[config.mk]
export PLATFORM = sky130hd
export DESIGN_NAME = zle_stream_arb
export DESIGN_NICKNAME = d
export VERILOG_FILES = /design/src/rtl/zle_stream_arb.sv
export SDC_FILE = /design/constraint.sdc
export NUM_CORES = 1
export LEC_CHECK = 0
export CAP_MARGIN = 0
export CORE_ASPECT_RATIO = 2
export CORE_UTILIZATION = 35
export DETAILED_ROUTE_END_ITERATION = 6
export PLACE_DENSITY = 0.77
export SYNTH_ARGS = -nofsm -noshare
export SYNTH_HDL_FRONTEND = slang
export SYNTH_SLANG_ARGS = --single-unit
[constraint.sdc]
create_clock -name clock -period 2.4 [get_ports clock]
set_clock_uncertainty 0.2 [all_clocks]
set_input_delay 0.48 -clock clock [delete_from_list [all_inputs] [get_ports clock]]
set_output_delay 0.48 -clock clock [all_outputs]
set_load 0.01 [all_outputs]
[src/rtl/zle_stream_arb.sv]
// ---------------------------------------------------------------------------
// zle_stream_arb
//
// Purpose:
//   Shares a single ZLE encoder between N_CH independent token streams.
//   One channel at a time is granted in round-robin order. The granted
//   channel's valid/back-pressure/data are forwarded combinationally to the
//   encoder. The grant only moves while the encoder sits in its start state,
//   so a zero run, and the pending token that closes it, always belong to one
//   channel. The grant output therefore tags every encoder output token.
//
// Optional feature (macro ZLE_ARB_STARVE_EN):
//   Adds the STARVE_MAX parameter and the registered 'starve' output. It
//   pulses once when the granted channel has left the encoder stuck in the
//   zeros state with no data for STARVE_MAX consecutive cycles.
//
// Ports:
//   clock      in   1          clock, all state on rising edge
//   reset      in   1          asynchronous, active-low reset
//   in_v       in   N_CH       per-channel token valid
//   in_b       out  N_CH       per-channel back-pressure, 1 = stall
//   in_d       in   N_CH*W     per-channel data, channel k at [k*W +: W]
//   enc_i_v    out  1          valid to encoder input stream
//   enc_i_b    in   1          back-pressure from encoder input stream
//   enc_i_d    out  W          data to encoder
//   enc_state  in   2          encoder state: 0 start, 1 zeros, 2 pending
//   grant      out  clog2(N_CH) current owner, tags encoder output tokens
//   grant_v    out  1          grant is valid
//   starve     out  1          (ZLE_ARB_STARVE_EN only) starvation pulse
// ---------------------------------------------------------------------------
module zle_stream_arb #(
    parameter int N_CH       = 4,
    parameter int W          = 8,
    parameter int QUANTUM    = 8,
    parameter int CW         = 8
`ifdef ZLE_ARB_STARVE_EN
    ,
    parameter int STARVE_MAX = 64
`endif
) (
    input  logic                      clock,
    input  logic                      reset,
    input  logic [N_CH-1:0]           in_v,
    output logic [N_CH-1:0]           in_b,
    input  logic [N_CH*W-1:0]         in_d,
    output logic                      enc_i_v,
    input  logic                      enc_i_b,
    output logic [W-1:0]              enc_i_d,
    input  logic [1:0]                enc_state,
    output logic [$clog2(N_CH)-1:0]   grant,
    output logic                      grant_v
`ifdef ZLE_ARB_STARVE_EN
    ,
    output logic                      starve
`endif
);

    localparam int              GW   = $clog2(N_CH);
    localparam logic [CW-1:0]   QCNT = CW'(QUANTUM);

    typedef enum logic [0:0] {
        ST_IDLE  = 1'b0,
        ST_GRANT = 1'b1
    } state_t;

    state_t          r_state;
    state_t          w_state_next;
    logic [GW-1:0]   r_grant;
    logic [GW-1:0]   r_rr_ptr;
    logic [CW-1:0]   r_cnt;

    logic            w_found;
    logic [GW-1:0]   w_pick;
    logic [GW-1:0]   w_pick_next;
    logic            w_gv;
    logic [W-1:0]    w_gd;
    logic            w_release;
    logic            w_xfer;

    // Round-robin search: first requester at or after r_rr_ptr, wrapping.
    // The wrap is a subtraction rather than a modulo so that non-power-of-two
    // channel counts stay cheap.
    always_comb begin
        int idx;
        idx     = 0;
        w_found = 1'b0;
        w_pick  = '0;
        for (int i = 0; i < N_CH; i++) begin
            idx = int'(r_rr_ptr) + i;
            if (idx >= N_CH) begin
                idx = idx - N_CH;
            end
            if (!w_found && in_v[idx]) begin
                w_found = 1'b1;
                w_pick  = GW'(idx);
            end
        end
    end

    assign w_pick_next = (w_pick == GW'(N_CH - 1)) ? '0 : w_pick + 1'b1;

    // Granted channel's request and data.
    assign w_gv = in_v[r_grant];
    assign w_gd = in_d[r_grant*W +: W];

    // The grant may only drop while the encoder is in start, so a zero run
    // or its pending token is never split from the channel that produced it.
    assign w_release = (r_state == ST_GRANT) && (enc_state == 2'd0) &&
                       ((r_cnt == QCNT) || !w_gv);

    assign w_xfer = enc_i_v && !enc_i_b;

    // Next state and forwarding path. The release cycle blocks the transfer
    // so the token counted against the quantum is never half-accepted.
    always_comb begin
        w_state_next = r_state;
        in_b         = '1;
        enc_i_v      = 1'b0;
        enc_i_d      = '0;
        case (r_state)
            ST_IDLE: begin
                if (w_found) begin
                    w_state_next = ST_GRANT;
                end
            end
            ST_GRANT: begin
                enc_i_d = w_gd;
                if (w_release) begin
                    w_state_next = ST_IDLE;
                end else begin
                    enc_i_v       = w_gv;
                    in_b[r_grant] = enc_i_b;
                end
            end
            default: begin
                w_state_next = ST_IDLE;
            end
        endcase
    end

    // State, grant, round-robin pointer and quantum counter. The grant holds
    // its last value through IDLE so late encoder outputs keep a stable tag.
    always_ff @(posedge clock or negedge reset) begin
        if (!reset) begin
            r_state  <= ST_IDLE;
            r_grant  <= '0;
            r_rr_ptr <= '0;
            r_cnt    <= '0;
        end else begin
            r_state <= w_state_next;
            if ((r_state == ST_IDLE) && w_found) begin
                r_grant  <= w_pick;
                r_rr_ptr <= w_pick_next;
                r_cnt    <= '0;
            end else if ((r_state == ST_GRANT) && w_xfer && (r_cnt != QCNT)) begin
                r_cnt <= r_cnt + 1'b1;
            end
        end
    end

    assign grant   = r_grant;
    assign grant_v = (r_state == ST_GRANT);

`ifdef ZLE_ARB_STARVE_EN
    localparam logic [7:0] SMAX = 8'(STARVE_MAX);

    logic [7:0] r_starve_tmr;
    logic       r_starve;
    logic       w_starve_cond;

    // Encoder parked in zeros while the owner has nothing to send. Any
    // transfer implies in_v[g]=1, so it clears the timer along with leaving
    // GRANT.
    assign w_starve_cond = (r_state == ST_GRANT) && (enc_state == 2'd1) && !w_gv;

    // Timer saturates at STARVE_MAX so the pulse fires once per episode.
    always_ff @(posedge clock or negedge reset) begin
        if (!reset) begin
            r_starve_tmr <= '0;
            r_starve     <= 1'b0;
        end else begin
            r_starve <= 1'b0;
            if (!w_starve_cond) begin
                r_starve_tmr <= '0;
            end else if (r_starve_tmr != SMAX) begin
                r_starve_tmr <= r_starve_tmr + 8'd1;
                if ((r_starve_tmr + 8'd1) == SMAX) begin
                    r_starve <= 1'b1;
                end
            end
        end
    end

    assign starve = r_starve;
`endif

endmodule

==> Word level (Yosys, flattened, before mapping) <==
Cells that the tools add are included.
{ "totals": {"ff_bits": 13, "latch_bits": 0, "ram_bits": 0, "romBits": 0, "input_bits": 41, "out_inout_bits": 16, "word_cells": 87, "memories": 0} }
{ "classes": {"add_sub_neg": 9, "mul": 0, "div": 0, "n_lt_le_gt_ge": 10, "eq_ne": 3, "n_shift": 1, "mux": 39, "n_bitwise": 3, "reduce_logical": 18} }
{ "ops": {"columns": ["cell", "n"], "rows": [
  ["32-bit by 4-bit less-than comparator with 1-bit output (second input constant)", 4],
  ["32-bit 2-to-1 mux", 4],
  ["32-bit by 6-bit indexed part select with 8-bit output", 1],
  ["8-bit 2-to-1 mux", 3],
  ["1-bit 2-to-1 mux", 18],
  ["3-bit by 3-bit subtractor with 4-bit output (second input constant)", 3],
  ["1-bit binary-select mux with 2-bit select", 5],
  ["1-bit logical AND", 10],
  ["2-bit 2-to-1 mux", 5],
  ["3-bit >= comparator (second input constant)", 3],
  ["8-bit by 1-bit adder with 8-bit output (second input constant)", 1],
  ["8-bit by 4-bit equality test with 1-bit output (second input constant)", 1],
  ["4-bit 2-to-1 mux", 2],
  ["8-bit by 4-bit inequality test with 1-bit output (second input constant)", 1],
  ["2-bit by 2-bit adder with 3-bit output (second input constant)", 2],
  ["1-bit logical NOT", 5],
  ["4-bit NOT", 1],
  ["4-bit bitwise OR", 1],
  ["2-bit by 3-bit subtractor with 4-bit output (second input constant)", 1],
  ["2-bit by 1-bit adder with 3-bit output (second input constant)", 1],
  ["2-bit by 3-bit >= comparator with 1-bit output (second input constant)", 1],
  ["2-bit by 3-bit less-than comparator with 1-bit output (second input constant)", 1],
  ["2-bit by 1-bit adder with 2-bit output (second input constant)", 1],
  ["1-bit demux with 2-bit select", 1],
  ["7 further kinds", 7]
]} }

==> Logic depth before layout (Yosys ltp) <==
Gate-level depths: netlist of run 1.
{ "logic_depth": {"depth_word": 17, "mapped_depth": 7, "mapped_depth_nobuf": 7} }

==> Worst setup path before layout of run 1 <==
Ideal clock, no wire load.
{ "synth_path": {"path_type": "register to output", "from": "register r_grant[1], in the netlist grant[1]", "to": "output port enc_i_v", "arrival_ns": 1.861, "required_time_ns": 1.720, "path_slack_ns": -0.141, "stages_incl_launch_ff": 6, "n_path_buf": 1, "cell_sequence": "dfrtp_1 > mux4_2 > a21boi_4 > or3_1 > buf_2 > and3_1"} }
{ "synth_via": {"elab_chain_len": 7} }
{ "synth_lines": {"columns": ["element", "line_no", "text"], "rows": [
  ["start: declaration", "68", "logic [GW-1:0] r_grant;"],
  ["start signal: assignment", "152", "r_grant <= w_pick;"],
  ["1-bit binary-select mux with 2-bit select *", "103", "assign w_gv = in_v[r_grant];"],
  ["1-bit 2-to-1 mux (implied by the code) *", "103", null],
  ["1-bit logical NOT", "109", "((r_cnt == QCNT) || !w_gv);"],
  ["1-bit logical OR", "109", null],
  ["1-bit logical AND", "108", "assign w_release = (r_state == ST_GRANT) && (enc_state == 2'd0) &&"],
  ["1-bit 2-to-1 mux *", "128", "if (w_release) begin"],
  ["1-bit 2-to-1 mux *", "120", "case (r_state)"],
  ["end: declaration", "46", "output logic enc_i_v,"]
]} }
Every way passes the cells marked *; elsewhere a longest branch is shown, timed or not. The select of a mux whose other input is x is not followed.

==> Worst setup path after layout of run 1 <==
Same ends and word-level chain as after synthesis.

==> results of run 1 <==
## routing by layer
| layer | global-route usage, % | part of all wire (%) | vias to the layer above |
|---|---|---|---|
| met3 | 6.15 | 13 | 7 |
| li1 | - | - | 534 |
| met5 | 0 | 0 | - |
| met1 | 21.9 | 32 | 530 |
| met4 | 9.00 | 1.6 | 0 |
| met2 | 41.7 | 54 | 68 |
## cell families after synthesis
kind of cell    after synthesis  synth area share (%)
fa+ha+maj                     2                  2.43
flops                        13                  31.6
mux                          10                  20.8
compound gates               14                  9.60
buf+inv                      12                  4.62
simple gates                 43                  24.2
xor+xnor                      8                  6.80
## worst max-delay path, delay by kind of cell (launching register included)
family	cells	cell delay [ns]
AO/OA/AOI/OAI	1	0.16
buffers and inverters	1	0.11
flip-flops	1	0.37
multiplexers	1	0.54
AND/OR/NAND/NOR	2	0.56
## layout by cell type (no fill, tap or decap), types with 2 or more instances in the layout
cell and n:
buf_2 14, and2_1 3, nand2_1 4, nand3_1 3, inv_1 6, mux4_2 9
a21oi_1 7, and2_4 6, and4_1 2, buf_4 25, ha_1 2, buf_6 4
dfrtp_1 12, nand4_1 5, clkbuf_8 3, xor2_1 7, clkdlybuf4s50_1 39, nand2b_1 2
nor2_1 11
## power groups by stage
stage / registers (W) / logic (W) / clock network (W)
final: 0.000334 / 0.00128 / 0.000196
after CTS: 0.000330 / 0.00112 / 0.000204
after global placement: 0.000326 / 0.00115 / 0
after detailed placement: 0.000331 / 0.00118 / 0
after floorplan: 0.000351 / 0.000598 / 0
after global routing: 0.000342 / 0.00140 / 0.000211
## what timing repair did
item | in CTS | in global routing
pin swaps | 5 | 2
gates cloned | 0 | 0
endpoints found under the setup margin | 13 | 6
buffers inserted | 1 | 5
gates resized for setup | 73 | 8
## sequential cells by signal (all words and copies together), names as in the netlist
signal    count
grant         2
grant_v       1
r_cnt         8
r_rr_ptr      2
## layout make-up
cell class | count | area share, %
Timing Repair Buffer | 84 | 39.6
Multi-Input combinational cell | 77 | 37.0
Sequential cell | 13 | 17.7
Clock buffer | 4 | 2.45
Tap cell | 29 | 1.97
Inverter | 6 | 1.22
## stage by stage
step	TNS, ns	power (W)	instance area [sq um]	utilization [%]
4_1_cts	-1.37	0.00166	1760	63.6
5_1_grt	-1.27	0.00195	1840	66.4
2_1_floorplan	-0.0975	0.000949	1040	-
3_5_place_dp	-7.15	0.00152	1770	64.0
6_report	-1.03	0.00181	1840	66.4
3_3_place_gp	-6.63	0.00148	1770	64.0
## worst paths after layout
check,from,end,slack (ns),cells past startpoint
worst max-delay path,grant[1],enc_i_v,-0.27,5
worst min-delay path,r_rr_ptr[0],r_rr_ptr[0],0.32,1
worst max register to register,grant[1],grant_v,0.34,5
worst min register to register,r_rr_ptr[0],r_rr_ptr[0],0.32,1
max in group asynchronous,reset,grant[1],1.17,1
min in group asynchronous,reset,r_cnt[6],0.41,1
==> reports/results.ini, run 1 <==
[status]
status=finished with violations
violations=negative setup slack

[timing]
fmax_mhz=375
finalCriticalPeriod_ns=2.67
fin_ws_ns=-0.265
timing.slew.headroom_pct=60.5
setup_viol=5
finalHoldViolCount=0
period_share_pct=111
final_max_slew_viol_count=0
timing.hold.ws_ns=0.325
tightest_slew_ns=0.591
rsz0062_at_grt=true

[setup_path]
slowest_delay_ns=0.54
crit_path_max_fanout=6
cp.required_ns=1.72
crit_chain=mux4_2 -> a21boi_4 -> or3_4 -> and3_4 -> buf_6
worstSetupPathType=register to primary output
cp-end-kind=primary output
cp_slowest_cell=mux4_2
startpoint_type=register
arrival_ns=1.99

[final_layout]
seq_area_sq_um=327
nets=228
area_delta_synth_final_pct=78.7
drive_gt1_share_pct=37.5
fillerInstances=218
n_antenna_cell=0
stdcell_count=213
multi_input_area_sq_um=682

[yosys]
synth_edf_count=0
ys_seq_area_share_pct=31.6
async_flop_share_pct=100
synth_area_sq_mm=0.00103
yosys.area.top_type=dfrtp_1
synth-seq-cells=13
synth_most_common_cell=dfrtp_1
synth_ff_type=dfrtp_1
synth_top_area_share_pct=31.6
synthCells=102
syn_avg_cell_area_sq_um=10.1
syn-num-nets=145
yosys_warnings=0
synth_cell_types=32
synth.area.top_cells=dfrtp_1, mux4_2, xor2_1, and2_1, nor2_1
synth_commonest_cells=dfrtp_1, nor2_1, and2_1, mux4_2

[clock_tree]
cts_buffers=3
ctsHoldBuffers=0
clkTransAtPathRegs_ns=0.05
clock_sinks=13
clk_path_buf_depth=2
cts_tree=done
cts-root-buf=clkbuf_8
h-tree-depth=1
clkLatencyLatePin_ns=0.25

[placed_design]
io_buffer_count=56
gp_congestion=0.792
dp.cells=203
place_ws_ns=-0.959
hpwl_um=2850

[global_routing]
grt_pass1_wl_um=5110
grt_overflow_total=0
grtUsageTotal_pct=23.0
grt_pass1_vias=1201
grt_max_degree=15
antenna_found_initial=0

[drt]
drt_iter0_drc=24
post_drt_wl_per_cell_um=16.7
drc=0
vias_per_cell=5.35
vias=1139
ant_nets=0
drt_first_pass_iters=4
routed_wl_um=3560

[power_and_ir_drop]
clkPwrFrac_pct=10.8
comb_power_share_pct=70.8
swShare_pct=36.2
switching_power_w=0.000655
seqPwrFrac_pct=18.4
ir_drop_mv=0.606
p_leak_nw=0.834
intPower_w=0.00116
power.density_mw_per_mm2=985

[die]
placementRows=27
die-area_sq_mm=0.00318
boundaryPins=57
die_x_um=40.4
die_h_um=78.7
core_area_sq_mm=0.00277
initial_core_util_pct=37.2

[run]
drv_cap=0

[worst_hold_path]
hp-class=register to register

No activity file was read; power rests on OpenSTA's default activity.
==> run 2, diff against run 1 <==
- SKIP_CTS_REPAIR_TIMING: default -> 1
- SKIP_LAST_GASP: default -> 1
==> reports/results.ini, run 2 (synthesized netlist as in run 1, its figures left out) <==
[timing]
finalHoldViolCount=0  ; unchanged
rsz0062_at_grt=true
fmax_mhz=366  ; -2.5%
setup_viol=5  ; unchanged
period_share_pct=114  ; +2.8 points
finalCriticalPeriod_ns=2.73  ; +0.0678 ns
fin_ws_ns=-0.333  ; -0.0678 ns
tightest_slew_ns=0.590  ; -0.000630 ns
timing.slew.headroom_pct=60.5  ; about the same
final_max_slew_viol_count=0  ; unchanged

[run]
drv_cap=0  ; unchanged

[setup_path]
r2r-start=grant[1]
arrival_ns=2.05  ; +0.06 ns
worstSetupPathType=register to primary output
r2r_cells=5  ; unchanged
cp.required_ns=1.72  ; about the same
r2r_end=grant_v
crit_path_max_fanout=6  ; unchanged
startpoint_type=register
crit_chain=mux4_2 -> a21boi_4 -> or3_4 -> and3_4 -> buf_6
cp-startpoint=grant[1]
regToRegSetupSlack_ns=0.27  ; -0.07 ns
slowest_delay_ns=0.54  ; about the same
critPathCapture=enc_i_v
cp_slowest_cell=mux4_2
cp-end-kind=primary output

[global_routing]
grt_pass1_wl_um=5040  ; -1.2%
grt_max_degree=15  ; unchanged
grt_overflow_total=0  ; unchanged
antenna_found_initial=0  ; unchanged
grt_pass1_vias=1196  ; -0.42%
grtUsageTotal_pct=22.6  ; -0.32 points

[clock_tree]
clock_sinks=13  ; unchanged
clkTransAtPathRegs_ns=0.05  ; about the same
clkLatencyLatePin_ns=0.25  ; about the same
cts-root-buf=clkbuf_8
clk_path_buf_depth=2  ; unchanged
cts_buffers=3  ; unchanged
h-tree-depth=1  ; unchanged
cts_tree=done

[die]
die_x_um=40.4  ; unchanged
die-area_sq_mm=0.00318  ; unchanged
initial_core_util_pct=37.2  ; unchanged
die_h_um=78.7  ; unchanged
boundaryPins=57  ; unchanged
placementRows=27  ; unchanged
core_area_sq_mm=0.00277  ; unchanged

[final_layout]
n_antenna_cell=0  ; unchanged
nets=222  ; -2.6%
final_common_cell=clkdlybuf4s50_1
area_delta_synth_final_pct=77.9
regMostFlops=r_cnt
stdcell_area_sq_mm=0.00183  ; -0.48%
most-common-layout-cells=clkdlybuf4s50_1, buf_4, dfrtp_1, nor2_1, dlymetal6s2s_1
largest_reg_flops=8  ; unchanged
drive_gt1_share_pct=26.4  ; -11 points
final_util_pct=66.1  ; -0.32 points

[drt]
wl_met2_um=1870  ; -2.3%
routed_wl_um=3500  ; -1.7%
topRoutingLayerUsed=met4
ant_nets=0  ; unchanged
post_drt_wl_per_cell_um=16.9  ; +1.1%
drc=0  ; unchanged
wl_met3_um=470  ; +4.2%
drt_first_pass_iters=4  ; unchanged
wl_met1_um=1100  ; -3.4%
drt_iter0_drc=26  ; +8.3%
vias=1135  ; -0.35%
vias_per_cell=5.48  ; +2.5%

[power_and_ir_drop]
clkPwrFrac_pct=11.6  ; +0.8 points
switching_power_w=0.000621  ; -5.2%
swShare_pct=37.0  ; +0.84 points
seqPwrFrac_pct=19.8  ; +1.4 points
comb_power_share_pct=68.6  ; -2.2 points
intPower_w=0.00106  ; -8.5%
p_leak_nw=0.888  ; +6.4%
power.density_mw_per_mm2=917  ; -6.9%
ir_drop_mv=0.616  ; +1.6%

[placed_design]
gp_congestion=0.792  ; unchanged
hpwl_um=2850  ; unchanged
io_buffer_count=56  ; unchanged
placed_area_sq_mm=0.00177  ; unchanged

[status]
violations=negative setup slack
status=finished with violations

[worst_hold_path]
hp-class=register to register

[run 2: power groups by stage]
stage | clock network (W) | logic [W] | registers, W
global route | 0.000211 | 0.00126 | 0.000341
finish | 0.000195 | 0.00115 | 0.000333
detailed placement | 0 | 0.00118 | 0.000331
CTS | 0.000204 | 0.00119 | 0.000327
floorplan | 0 | 0.000598 | 0.000351
global placement | 0 | 0.00115 | 0.000326
[run 2: critical path, delay by kind of cell, from the launching register on]
family                 cells  cell delay, ns
AOI/OAI and AO/OA          1            0.16
buffers and inverters      1            0.11
DFF                        1            0.37
muxes                      1            0.54
and+or+nand+nor            2            0.62
[run 2: metal layers]
layer / vias to the layer above / global-route usage, %
li1: 523 / -
met1: 539 / 21.5
met2: 66 / 41.4
met3: 7 / 5.59
met4: 0 / 9.00
met5: - / 0
[run 2: worst min path at each step]
stage	start	endpoint	slack, ns	cells after the start
4_1_cts	r_rr_ptr[0]	r_rr_ptr[0]	0.33	1
2_1_floorplan	reset	grant[0]	-0.02	0
3_5_place_dp	r_rr_ptr[0]	r_rr_ptr[0]	0.32	1
6_report	r_rr_ptr[0]	r_rr_ptr[0]	0.33	1
5_1_grt	r_rr_ptr[0]	r_rr_ptr[0]	0.37	1
3_3_place_gp	r_rr_ptr[0]	r_rr_ptr[0]	0.31	1
[run 2: area by class of cell]
cell class                 count  area [sq um]
inverter                       6          22.5
timing repair buffer          78           734
fill                         222           938
sequential                    13           327
tap                           29          36.3
multi-input combinational     77           667
clock buffer                   4          45.0
[run 2: through the flow]
step / setup slack (ns) / setup TNS (ns) / hold WS [ns] / total power, W / instances
after CTS: -0.979 / -7.40 / 0.332 / 0.00172 / 207
after detailed placement: -0.959 / -7.15 / 0.320 / 0.00152 / 203
after global placement: -0.910 / -6.63 / 0.306 / 0.00148 / 203
after global routing: -0.368 / -1.58 / 0.369 / 0.00181 / 207
final: -0.333 / -1.39 / 0.328 / 0.00168 / 207
after floorplan: -0.0605 / -0.0975 / -0.0156 / 0.000949 / 102
